===== config.mk =====
export PLATFORM = sky130hd
export DESIGN_NAME = id_exe_stage_reg
export DESIGN_NICKNAME = d
export VERILOG_FILES = /design/src/rtl/id_exe_stage_reg.sv
export SDC_FILE = /design/constraint.sdc
export NUM_CORES = 1
export LEC_CHECK = 0
export ABC_AREA = 1
export BUFFER_PORTS_ARGS = -buffer_cell sky130_fd_sc_hd__buf_2
export CORE_AREA = 8 8 118 120
export CTS_CLUSTER_DIAMETER = 60
export DETAILED_ROUTE_END_ITERATION = 6
export DIE_AREA = 0 0 126 128
export PLACE_DENSITY = 0.87
export SLEW_MARGIN = 20
export SYNTH_ARGS = -nofsm -noshare
export SYNTH_HDL_FRONTEND = slang
export SYNTH_SLANG_ARGS = --single-unit

===== constraint.sdc =====
create_clock -name clk -period 2 [get_ports clk]
set_clock_uncertainty 0.15 [all_clocks]
set_input_delay 0 -clock clk [delete_from_list [all_inputs] [get_ports clk]]
set_output_delay 0 -clock clk [all_outputs]
set_load 0.01 [all_outputs]

===== src/rtl/id_exe_stage_reg.sv =====
// ID/EXE pipeline register for the ARM core: captures decoded controls and operands,
// with freeze (stall), flush (bubble) and synchronous reset.
module id_exe_stage_reg #(
  parameter int WORD_W     = 32,
  parameter int REG_ADDR_W = 4,
  parameter int CMD_W      = 4
) (
  input  logic                  clk,
  input  logic                  rst,
  input  logic                  freeze,
  input  logic                  flush,
  input  logic                  id_valid,
  input  logic [WORD_W-1:0]     pc_in,
  input  logic [CMD_W-1:0]      exe_cmd_in,
  input  logic                  wb_en_in,
  input  logic                  mem_r_en_in,
  input  logic                  mem_w_en_in,
  input  logic                  b_in,
  input  logic                  s_in,
  input  logic [WORD_W-1:0]     rn_val_in,
  input  logic [WORD_W-1:0]     rm_val_in,
  input  logic                  imm_in,
  input  logic [11:0]           shift_operand_in,
  input  logic [23:0]           signed_imm_24_in,
  input  logic [REG_ADDR_W-1:0] dest_in,
  input  logic [REG_ADDR_W-1:0] src1_in,
  input  logic [REG_ADDR_W-1:0] src2_in,
  input  logic [3:0]            sr_in,
  output logic                  valid_out,
  output logic [WORD_W-1:0]     pc_out,
  output logic [CMD_W-1:0]      exe_cmd_out,
  output logic                  wb_en_out,
  output logic                  mem_r_en_out,
  output logic                  mem_w_en_out,
  output logic                  b_out,
  output logic                  s_out,
  output logic [WORD_W-1:0]     rn_val_out,
  output logic [WORD_W-1:0]     rm_val_out,
  output logic                  imm_out,
  output logic [11:0]           shift_operand_out,
  output logic [23:0]           signed_imm_24_out,
  output logic [REG_ADDR_W-1:0] dest_out,
  output logic [REG_ADDR_W-1:0] src1_out,
  output logic [REG_ADDR_W-1:0] src2_out,
  output logic [3:0]            sr_out,
  output logic                  select_out
);

  // NOTE: state uses <= so every flop samples pre-edge values; the missing final else
  // (freeze) is a plain hold on a clocked register, not a latch.
  always_ff @(posedge clk) begin
    if (rst || flush) begin
      // A flushed bubble is deliberately bit-identical to the reset state.
      valid_out         <= 1'b0;
      pc_out            <= '0;
      exe_cmd_out       <= '0;
      wb_en_out         <= 1'b0;
      mem_r_en_out      <= 1'b0;
      mem_w_en_out      <= 1'b0;
      b_out             <= 1'b0;
      s_out             <= 1'b0;
      rn_val_out        <= '0;
      rm_val_out        <= '0;
      imm_out           <= 1'b0;
      shift_operand_out <= '0;
      signed_imm_24_out <= '0;
      dest_out          <= '0;
      src1_out          <= '0;
      src2_out          <= '0;
      sr_out            <= '0;
      select_out        <= 1'b0;
    end else if (!freeze) begin
      valid_out         <= id_valid;
      pc_out            <= pc_in;
      exe_cmd_out       <= exe_cmd_in;
      // Controls are gated by id_valid so a bubble can never write or branch.
      wb_en_out         <= id_valid & wb_en_in;
      mem_r_en_out      <= id_valid & mem_r_en_in;
      mem_w_en_out      <= id_valid & mem_w_en_in;
      b_out             <= id_valid & b_in;
      s_out             <= id_valid & s_in;
      select_out        <= id_valid & (mem_r_en_in | mem_w_en_in);
      rn_val_out        <= rn_val_in;
      rm_val_out        <= rm_val_in;
      imm_out           <= imm_in;
      shift_operand_out <= shift_operand_in;
      signed_imm_24_out <= signed_imm_24_in;
      dest_out          <= dest_in;
      src1_out          <= src1_in;
      src2_out          <= src2_in;
      sr_out            <= sr_in;
    end
  end

endmodule


==> run metrics <==
initial antenna violation count=5; largest net degree at the start of global routing=83; layout cells sized above 1=29.45%; crit path max fanout=3; Starting Density=45.54%; Worst-Skew Late Latency=0.41 ns; Max Fclk=522.7 MHz; Worst Setup End Kind=flop; Critical Path RT=2.21 ns; final wirelength=27040 microns; FF+latch count, synth=160; Global Route met3 Usage=10.27%; DIE HEIGHT=128 microns; largest cells by area after synthesis=dfxtp_1 (58%), nand2_1 (21%), a21oi_1 (14%), buf_6 (1.8%), buf_2 (1.8%); Pwr Density=761.3 mW/mm^2; Post-Syn Nets=860; clock tree sinks=160; sequential share of the synthesized area=57.61%; setup violators final=0; Crit Path Class=in2reg; Largest stage delay, worst path=0.61 ns; period utilization=95.66%; worst slew pin tran=0.5494 ns; Netlist cell types=12; status=finished, final reports clean; H-tree levels=4; vias=7519; nets=1370; Max Cap Viol=0; GRT Overall Usage=32.40%; CTS max path bufs=2; Yosys top cell by area=dfxtp_1; Crit path top cell by count=dlygate4sd3_1; IO Port Bufs=322; CTS tree=built; vias in the first global route=8018; startpoint types=input port; fin crit period=1.913 ns; Clock transition at path regs=0.06 ns; Hold Crit Class=in2reg; RSZ-0062 raised after global routing=false; initial drt markers=657; Core Util, Final=80.80%; Vias per Instance=5.468; Syn Area/Cell=7.978 sq um; Fin Setup TNS=0 ns; Top Family by Delay on Critical Path=buffers and inverters; Async SR Flop Fraction=0%; post-DP HPWL=12780 microns; die area=0.01613 sq mm; met2 GRT Util=56.75%; commonest register cell after synthesis=dfxtp_1; Final Max Tran Viols=0; synth cell count leaders=nand2_1 (316), dfxtp_1 (160), a21oi_1 (159), buf_2 (20), clkbuf_1 (12); Synth top area share=57.61%; Die Wd=126 microns; antenna viol nets, final=0; Cells after Synth=697; met1 Usage GRT=30.63%; Max stage delay cell, worst path=dlygate4sd3_1; Ys Warns=0; Post-CTS Setup Inserts=0; worst hold margin=0.1272 ns; peak supply drop=537.0 uV; Slew HR=63.38%; static leakage=4.745 nW; Core Region=0.01221 sq mm; WP data arrival=2.12 ns; GRT busiest layer=met2; netlist area before placement=0.005560 sq mm; CP Buf/Inv Count=4; final hold vios=0; routed len/inst=19.67 microns; area growth from synthesis to layout=77.41%; number of flops mapped to enable cells by yosys=0; row count=41; grt ovf=0; worst path cell trace=dlygate4sd3_1, buf_2, nand3_1, dlygate4sd3_1, a21oi_1, dlygate4sd3_1; first-pass detailed-route iteration total=5; CTS buffer count=17; # DRC=0; Ports=323; Routability Congestion=0.8746; cell with the most instances after synthesis=nand2_1; clk root buf=clkbuf_16; global-route wire length before repair=41310 microns
==> what timing repair did <==
action,4_1_cts,5_1_grt
hold buffers,212,0
endpoints found under the hold margin,160,0
resized for setup,0,0
==> cells by family (layout without fill, tap and decap cells) <==
kind of cell | count (synthesis) | in the layout | synth area share (%)
other | 0 | 6 | 0
buffers and inverters | 56 | 578 | 6.188
and+or+nand+nor | 322 | 322 | 21.89
AOI/OAI and AO/OA | 159 | 159 | 14.31
DFF | 160 | 160 | 57.61
==> sequential cells by signal (all words and copies together), names as in the netlist <==
| register | cells |
|---|---|
| dest_out | 4 |
| imm_out | 1 |
| mem_r_en_out | 1 |
| src1_out | 4 |
| wb_en_out | 1 |
| valid_out | 1 |
| rm_val_out | 32 |
| select_out | 1 |
| b_out | 1 |
| s_out | 1 |
| exe_cmd_out | 4 |
| signed_imm_24_out | 24 |
| src2_out | 4 |
| shift_operand_out | 12 |
| sr_out | 4 |
| pc_out | 32 |
| mem_w_en_out | 1 |
| rn_val_out | 32 |
==> stage by stage <==
stage / instance area (sq um) / cells / setup WS [ns] / power (mW)
final: 9864 / 1375 / 0.08674 / 7.510
after global routing: 9862 / 1374 / 0.02939 / 7.733
after CTS: 9849 / 1369 / 0.1775 / 7.419
after detailed placement: 7168 / 1126 / 0.5876 / 4.063
after global placement: 7168 / 1126 / 0.5921 / 4.049
after floorplan: 5560 / 697 / 1.177 / 3.744
==> tightest hold or removal path, cell delays in order <==
cell and delay (ns):
buf_4 0.22, buf_12 0.25, nand2_1 0.09, a21oi_1 0.05
==> power by group <==
part	switching, mW	leakage (nW)	total (mW)	internal [mW]
sequential	0.0604	1.30	3.35	3.29
combinational	0.501	3.18	1.02	0.523
clock	1.24	0.265	3.14	1.90
==> final timing paths <==
path                             from  depth (start not counted)  slack, ns                                 end
min reg2reg    pc_out[5]$_SDFFE_PP0N_                          2       0.31              pc_out[5]$_SDFFE_PP0N_
max reg2reg  dest_out[1]$_SDFFE_PP0N_                          3       0.48            dest_out[1]$_SDFFE_PP0N_
max                          id_valid                          6       0.09           mem_r_en_out$_SDFFE_PP0N_
min                            freeze                          4       0.13  signed_imm_24_out[18]$_SDFFE_PP0N_
==> metal layers <==
layer,up-vias,wire length [microns]
met5,-,0
met4,0,2155
met3,195,2683
met2,663,13560
met1,3411,8639
li1,3250,-
==> cell type report <==
type	instances	area, sq um
Clock inverter	5	80.08
Sequential cell	160	3203
Fill cell	618	2345
Inverter	4	20.02
Antenna cell	6	15.01
Clock buffer	26	479.2
Tap cell	150	187.7
Multi-Input combinational cell	481	2013
Timing Repair Buffer	543	3866
==> placed cells by master (no fill, tap or decap) <==
cell             n
clkinvlp_4       2
a21oi_1        159
clkbuf_1         7
nor2_2           2
dfxtp_1        160
nor2_1           1
clkbuf_8         2
bufinv_16        2
buf_12           5
diode_2          6
inv_4            2
clkbuf_16       17
inv_1            2
buf_2          321
clkinv_2         1
nand2_1        316
nand3_1          3
dlygate4sd3_1  212
buf_4            5
No activity file was read; power rests on OpenSTA's default activity.
